### src/rtl/udp_sched_pkg.sv
// Shared types and constants for the UDP reference-clock scheduler.
package udp_sched_pkg;

  typedef enum logic [1:0] {
    IDLE     = 2'd0,
    RUN      = 2'd1,
    STOPPING = 2'd2
  } sched_state_e;

  // Smallest period that lets the FSM leave IDLE.
  localparam int unsigned PERIOD_MIN = 1;

  // Idle threshold lanes are all-ones so (counter > condition) stays low.
  localparam logic THRESH_FILL = 1'b1;

  function automatic int unsigned sel_width(input int unsigned n);
    return (n <= 1) ? 1 : $clog2(n);
  endfunction

endpackage

### src/rtl/udp_sched_shadow.sv
// One channel's shadow/active threshold pair; active loads from shadow on commit.
module udp_sched_shadow
  import udp_sched_pkg::*;
#(
  parameter int unsigned CNT_W = 32
) (
  input  logic             clk,
  input  logic             reset,
  input  logic             wr_en,
  input  logic [CNT_W-1:0] wr_data,
  input  logic             commit,
  input  logic             blank,
  output logic [CNT_W-1:0] active
);

  logic [CNT_W-1:0] shadow;

  always_ff @(posedge clk or posedge reset) begin
    if (reset) begin
      shadow <= {CNT_W{THRESH_FILL}};
      active <= {CNT_W{THRESH_FILL}};
    end else begin
      if (wr_en)
        shadow <= wr_data;
      // blank beats commit so lanes are forced low whenever the FSM drops to IDLE
      if (blank)
        active <= {CNT_W{THRESH_FILL}};
      else if (commit)
        active <= shadow;
    end
  end

endmodule

### src/rtl/udp_clk_scheduler.sv
// Period counter, FSM and config handshake for the UDP clock comparators.
// Optional macro UDP_SCHED_ONESHOT_EN adds the oneshot input (single-period run).
module udp_clk_scheduler
  import udp_sched_pkg::*;
#(
  parameter  int unsigned NUM_CH = 4,
  parameter  int unsigned CNT_W  = 32,
  localparam int unsigned SEL_W  = sel_width(NUM_CH)
) (
  input  logic                    clk,
  input  logic                    reset,
  input  logic                    start,
  input  logic                    stop,
`ifdef UDP_SCHED_ONESHOT_EN
  input  logic                    oneshot,
`endif
  input  logic                    cfg_valid,
  output logic                    cfg_ready,
  input  logic [SEL_W-1:0]        cfg_sel,
  input  logic                    cfg_is_period,
  input  logic [CNT_W-1:0]        cfg_data,
  output logic [CNT_W-1:0]        counter,
  output logic [NUM_CH*CNT_W-1:0] condition,
  output logic                    period_tick,
  output logic                    busy
);

  sched_state_e     state, state_n;
  logic [CNT_W-1:0] period, period_n, period_sh, counter_n;
  logic             pending, commit, blank, tick_n, cfg_accept, oneshot_go;
  logic [NUM_CH-1:0] wr_ch;

`ifdef UDP_SCHED_ONESHOT_EN
  assign oneshot_go = oneshot;
`else
  assign oneshot_go = 1'b0;
`endif

  assign cfg_accept = cfg_valid && cfg_ready;

  // period_tick is registered one cycle ahead, so it marks the wrap cycle directly
  always_comb begin
    state_n   = state;
    counter_n = counter;
    period_n  = period;
    commit    = 1'b0;
    blank     = 1'b0;
    case (state)
      IDLE: begin
        if (start && !stop && (period_sh >= CNT_W'(PERIOD_MIN))) begin
          commit    = 1'b1;
          period_n  = period_sh;
          counter_n = '0;
          state_n   = oneshot_go ? STOPPING : RUN;
        end
      end
      RUN, STOPPING: begin
        if (period_tick) begin
          counter_n = '0;
          if (state == STOPPING || stop) begin
            state_n = IDLE;
            blank   = 1'b1;
          end else if (pending) begin
            commit   = 1'b1;
            period_n = period_sh;
            if (period_sh == '0) begin
              state_n = IDLE;
              blank   = 1'b1;
            end
          end
        end else begin
          counter_n = counter + 1'b1;
          if (state == RUN && stop)
            state_n = STOPPING;
        end
      end
      default: begin
        state_n = IDLE;
        blank   = 1'b1;
      end
    endcase
    tick_n = (state_n != IDLE) && (counter_n == period_n - 1'b1);
  end

  always_ff @(posedge clk or posedge reset) begin
    if (reset) begin
      state       <= IDLE;
      counter     <= '0;
      period      <= '0;
      period_sh   <= '0;
      pending     <= 1'b0;
      period_tick <= 1'b0;
      cfg_ready   <= 1'b1;
      busy        <= 1'b0;
    end else begin
      state       <= state_n;
      counter     <= counter_n;
      period      <= period_n;
      pending     <= (pending && !commit) || cfg_accept;
      period_tick <= tick_n;
      cfg_ready   <= !tick_n;
      busy        <= (state_n != IDLE);
      if (cfg_accept && cfg_is_period)
        period_sh <= cfg_data;
    end
  end

  for (genvar i = 0; i < NUM_CH; i++) begin : g_ch
    assign wr_ch[i] = cfg_accept && !cfg_is_period && (cfg_sel == SEL_W'(i));

    udp_sched_shadow #(
      .CNT_W (CNT_W)
    ) u_shadow (
      .clk     (clk),
      .reset   (reset),
      .wr_en   (wr_ch[i]),
      .wr_data (cfg_data),
      .commit  (commit),
      .blank   (blank),
      .active  (condition[i*CNT_W +: CNT_W])
    );
  end

endmodule

### config.mk
export PLATFORM = sky130hd
export DESIGN_NAME = udp_clk_scheduler
export DESIGN_NICKNAME = d
export VERILOG_FILES = /design/src/rtl/udp_sched_pkg.sv /design/src/rtl/udp_sched_shadow.sv /design/src/rtl/udp_clk_scheduler.sv
export SDC_FILE = /design/constraint.sdc
export NUM_CORES = 1
export LEC_CHECK = 0
export ABC_AREA = 1
export ABC_CLOCK_PERIOD_IN_PS = 11500
export BUFFER_PORTS_ARGS = -buffer_cell sky130_fd_sc_hd__buf_2
export CAP_MARGIN = 10
export CORE_MARGIN = 3
export CORE_UTILIZATION = 38
export CTS_CLUSTER_DIAMETER = 120
export DETAILED_ROUTE_END_ITERATION = 10
export PLACE_DENSITY = 0.62
export SETUP_SLACK_MARGIN = 0.2
export SYNTH_ARGS = -nofsm -noshare
export SYNTH_HDL_FRONTEND = slang
export SYNTH_SLANG_ARGS = --single-unit
### constraint.sdc
create_clock -name clk -period 11.5 [get_ports clk]
set_input_delay 1.725 -clock clk [delete_from_list [all_inputs] [get_ports clk]]
set_output_delay 1.725 -clock clk [all_outputs]
set_load 0.05 [all_outputs]
# == Yosys cells after proc, flatten, opt, wreduce, memory -nomap -nowiden ==
# Index checks and enable logic that the tools add are counted.
# totals
regBits,358
in_bits,40
output_inout_bits,163
# op_classes
n_eq_ne,6
n_lt_le_gt_ge,1
n_addsub,2
n_mux,33
n_reduce_logical,24
# op_table
operator,n
2-to-1 mux 32 bit,14
case mux 32 bit (2 select lines),2
"adder 32 x 1 -> 32 bit, second input constant",1
equality test 32 bit,1
"greater-or-equal comparator 32 x 1 -> 1 bit, second input constant",1
zero test 32 bit,1
"subtractor 32 x 1 -> 32 bit, second input constant",1
logical AND 1 bit,12
2-to-1 mux 2 bit,6
2-to-1 mux 1 bit,8
"equality test 2 bit, second input constant",3
"equality test 2 x 1 -> 1 bit, second input constant",2
zero test 1 bit,4
zero test 2 bit,2
case mux 1 bit (2 select lines),2
case mux 2 bit (2 select lines),1
nonzero test 2 bit,2
logical OR 1 bit,2
OR reduction 2 bit,1

# == Logic depth before layout (Yosys ltp) ==
# logic_depth
ltp_word,9
mapped_depth,25
mapped_depth_nobuf,24

# == Modules after synthesis ==
# A second synthesis with hierarchy kept.
# unflattened
hier_cells,2339
area_unflattened_um2,18531.5
# modules_own_cells
module,seq_area_each_um2,instances,area_each_um2,cells_per_inst
udp_sched_shadow,1681.6,4,2638.8,276
udp_clk_scheduler,2553.7,1,7976.4,1235

# == Worst setup path before layout ==
# OpenSTA, ideal clock, no wires.
# synth_timing
kind,input-to-reg
startpoint,in stop
endpoint,reg cfg_ready
path_buffers,1
setup_ps,78
path_stages,20
arrival_ps,3724
t_required_ps,11422
slack_ps,7698
cell_sequence,nor2_1 nand2_2 clkbuf_1 o21ai_0 nand2_1 inv_1 nand2_2 nand2_4 ha_1 nand2_1 nor2_4 nand2_2 nor2_4 nand2_1 nand2_1 nand3_1 nor2_1 nand3_1 nor2_1 nand2_1
# synth_between
elab_chain_cells,9
# synth_lines
element,line_no,source
start: declaration,udp_clk_scheduler.sv:13,"input logic stop,"
zero test 1 bit,udp_clk_scheduler.sv:50,if (start && !stop && (period_sh >= CNT_W'(PERIOD_MIN))) begin
logical AND 1 bit (2 in a row),udp_clk_scheduler.sv:50,
2-to-1 mux 32 bit,udp_clk_scheduler.sv:50,
case mux 32 bit (2 select lines),udp_clk_scheduler.sv:48,case (state)
subtractor 32 x 1 -> 32 bit,udp_clk_scheduler.sv:82,tick_n = (state_n != IDLE) && (counter_n == period_n - 1'b1);
equality test 32 bit,udp_clk_scheduler.sv:82,
logical AND 1 bit (*),udp_clk_scheduler.sv:82,
zero test 1 bit (*),udp_clk_scheduler.sv:101,cfg_ready <= !tick_n;
end signal: assignment,udp_clk_scheduler.sv:101,
end: declaration,udp_clk_scheduler.sv:18,"output logic cfg_ready,"
# Mark *: on every way between the ends. The rest lies on a longest branch, timed or not.
# A chain may end at the register's enable or synchronous reset.

# == Worst setup path after layout ==
# layout_timing
startpoint,in stop
endpoint,reg g_ch[2].u_shadow.active[26]
# layout_between
elab_chain_cells,6
# layout_lines
element,line_no,source
zero test 1 bit,udp_clk_scheduler.sv:50,
logical AND 1 bit (2 in a row),udp_clk_scheduler.sv:50,
2-to-1 mux 1 bit,udp_clk_scheduler.sv:50,
case mux 1 bit (2 select lines),udp_clk_scheduler.sv:48,
nonzero test 2 bit (no line),--,
end signal: assignment,udp_sched_shadow.sv:21,active <= {CNT_W{THRESH_FILL}};
end signal: assignment,udp_sched_shadow.sv:27,active <= {CNT_W{THRESH_FILL}};
end signal: assignment,udp_sched_shadow.sv:29,active <= shadow;
end: declaration,udp_sched_shadow.sv:13,output logic [CNT_W-1:0] active
# Several ways; a longest one is shown, not always the timed one.

==> results.txt <==
Status: complete, no violations
Cell area after layout: 20800 µm²
Final Hold Vio Count: 0
RSZ-0062 raised after global routing: false
Antenna Violating Nets Remaining: 0
Worst setup margin: 6.32 ns
Max IR drop VDD: 0.000174 V
Worst-skew pair later-pin latency: 0.58 ns
Setup TNS: 0 ns
TritonCTS Buffers: 40
Die X: 223 µm
Worst-path clk slew: 0.06 ns
Hpwl dp: 37600 µm
Row cnt: 79
Min Tclk post-route: 5.18 ns
H-tree depth: 2
Length of the first detailed-routing pass in iterations: 6
Gr ovfl total: 0
Dominant cell type by area after synthesis: dfstp_2
Post-Layout Cell Count: 3062
Sequential share of the synthesized area: 0.516
CTS tree: yes
Top post-synthesis cells by area: dfstp_2 38%, nand2_1 16%, dfrtp_1 14%
Slowest stage cell, crit path: nor2_2
Worst EP required: 12.00 ns
Die Height: 223 µm
Syn_area_per_cell: 7.90 µm²
Initial Util: 0.385
Metal1 wirelength: 25200 µm
Via/cell ratio: 5.11
Final Max Tran Viols: 0
Syn. warnings: 0
Crit-path cells: buf_2, nor2_1, nand2_2, nor2_2, inv_1, nand2_1, nand2_4, inv_4, buf_4, a21oi_1, nand2_1
# diodes: 0
Placed insts: 2988
Seq cells post-synth: 358
WL final: 55000 µm
Worst-Margin Slew: 1.17 ns
Final Skew: 0.0244 ns
Routability cong.: 0.882
DRT iter0 DRCs: 1127
I/O pins: 203
Fillers: 4633
Die Footprint: 49900 µm²
Drt drc: 0
Root Driver: clkbuf_16
Family with the most delay on the worst path: simple AND/OR/NAND/NOR gates
Highest metal used: met4
Max Clock Freq: 193 MHz
Hold_ws: 0.464 ns
TritonCTS sink count: 358
Met2 routed WL: 24800 µm
Dpl ws: 5.86 ns
GRT Overall Usage: 0.218
Reg area: 9280 µm²
Cts hold-fix bufs: 0
Max_cap viols: 0
Pwr/cell area: 315 nW/µm²
P_leak: 10.2 nW
Area Growth Syn to Fin: 16.0%
DP Area: 19400 µm²
Number of global-route vias before repair: 15.3k
Nets: 2469
Bufs and invs on worst path: 4
First-pass GRT wire length: 87000 µm
Post-cts sizing count: 0
Startpoint Class: input port
Yosys top cell area share: 0.376
Cell variety after synth: 44
Normalized max-slew margin: 0.222
Critical Path Fanout Max: 67
Syn Std Cell Area: 18000 µm²
Finished Core Util: 0.447
Crit. End Element: flop
DR WL met3: 3760 µm
Hold Path Class: flop to flop
Share of cells above drive strength 1: 0.268
Drt wl/cell: 18.0 µm
Largest net degree at the start of global routing: 168
Final worst-path cycle share: 0.451
Crit-path max cell delay: 0.78 ns
Post-CTS Setup Inserts: 0
CP arrival: 5.68 ns
Core ar.: 46700 µm²
CTS Buffer Depth: 3
Worst Setup Path Type: input port to flop
Initial antenna violation count: 0
Crit-path most repeated cell: nand2_1
Mapped Cells: 2274
Syn Nets: 2320
Vias post-DR: 15.7k
# setup viols final: 0
Final Power: 6.58 mW
Port Buffers: 202
Multi-input logic area: 7360 µm²
==> path summary, 6_finish.rpt <==
kind	cells past startpoint	to	slack, ns	start
min in group asynchronous	2	period[24]	1.32	reset
max in group asynchronous	4	period_sh[11]	8.00	reset
worst max-delay path	11	g_ch[2].u_shadow.active[26]	6.32	stop
worst min register to register	2	g_ch[0].u_shadow.active[23]	0.46	g_ch[0].u_shadow.active[23]
worst max register to register	12	g_ch[2].u_shadow.active[26]	6.95	state[0]
worst min-delay path	2	g_ch[0].u_shadow.active[23]	0.46	g_ch[0].u_shadow.active[23]
==> registers in the layout, indices dropped and copies added (netlist names), 2 cells and up <==
name,cells
counter,32
state,2
period,32
period_sh,32
g_ch.u_shadow.shadow,128
g_ch.u_shadow.active,128
==> layout by cell type (no fill, tap or decap), types with 43 or more instances in the layout <==
cell,Yosys,layout
buf_2,12,202
o21ai_0,213,213
dfstp_2,257,257
nand3_1,144,141
nand2_2,41,43
dfrtp_1,101,101
nor2_1,94,93
inv_1,222,220
a21oi_1,162,162
nand2_1,746,743
==> layer usage <==
metal / up-vias / global-route usage
met1: 7517 / 0.312
met5: - / 0
met4: 0 / 0.0530
met2: 478 / 0.339
li1: 7564 / -
met3: 91 / 0.0450
==> logic make-up (layout without fill, tap and decap cells) <==
group / after synthesis / after routing / share of synthesized area
AOI/OAI and AO/OA: 410 / 410 / 0.117
xor gates and xnor gates: 21 / 21 / 0.0102
adders and majority gates: 6 / 6 / 0.00418
buffers and inverters: 345 / 526 / 0.0762
DFF: 358 / 358 / 0.516
and+or+nand+nor: 1134 / 1134 / 0.276
==> synth_stat cells, drive strengths merged <==
cell	number
dfrtp	101
dfstp	257
nor3	15
a21boi	4
or2	4
nor3b	1
xor2	16
xnor2	5
clkinv	5
a31oi	2
a21oi	162
o221ai	2
a21o	3
a22oi	1
o21bai	3
ha	6
nand4	34
nand3b	6
inv	233
o21ai	229
nand2	791
buf	27
clkbuf	80
nand3	154
nor2	129
o211ai	3
o31ai	1
==> cell type report <==
| cell class | instances | share of cell area |
|---|---|---|
| Tap cell | 607 | 0.0364 |
| Clock buffer | 54 | 0.0555 |
| Sequential cell | 358 | 0.445 |
| Multi-Input combinational cell | 1571 | 0.353 |
| Inverter | 238 | 0.0435 |
| Timing Repair Buffer | 214 | 0.0534 |
| Clock inverter | 20 | 0.0130 |
==> worst reg2reg max path: stages (launching register included) <==
cell and delay, ns:
dfrtp_1 0.37, inv_1 0.09, ha_1 0.20, nor2_1 0.17, nand2_2 0.41, nor2_2 0.80, inv_1 0.09, nand2_1 0.16
nand2_4 0.39, inv_4 0.74, buf_4 0.75, a21oi_1 0.21, nand2_1 0.10
==> power breakdown <==
group          switching (mW)  internal (mW)  leakage (nW)  total (mW)
sequential              0.214           1.75          4.00        1.97
clock                   0.561          0.808         0.707        1.37
combinational            2.38          0.862          5.45        3.24
No activity file was read; power rests on OpenSTA's default activity.
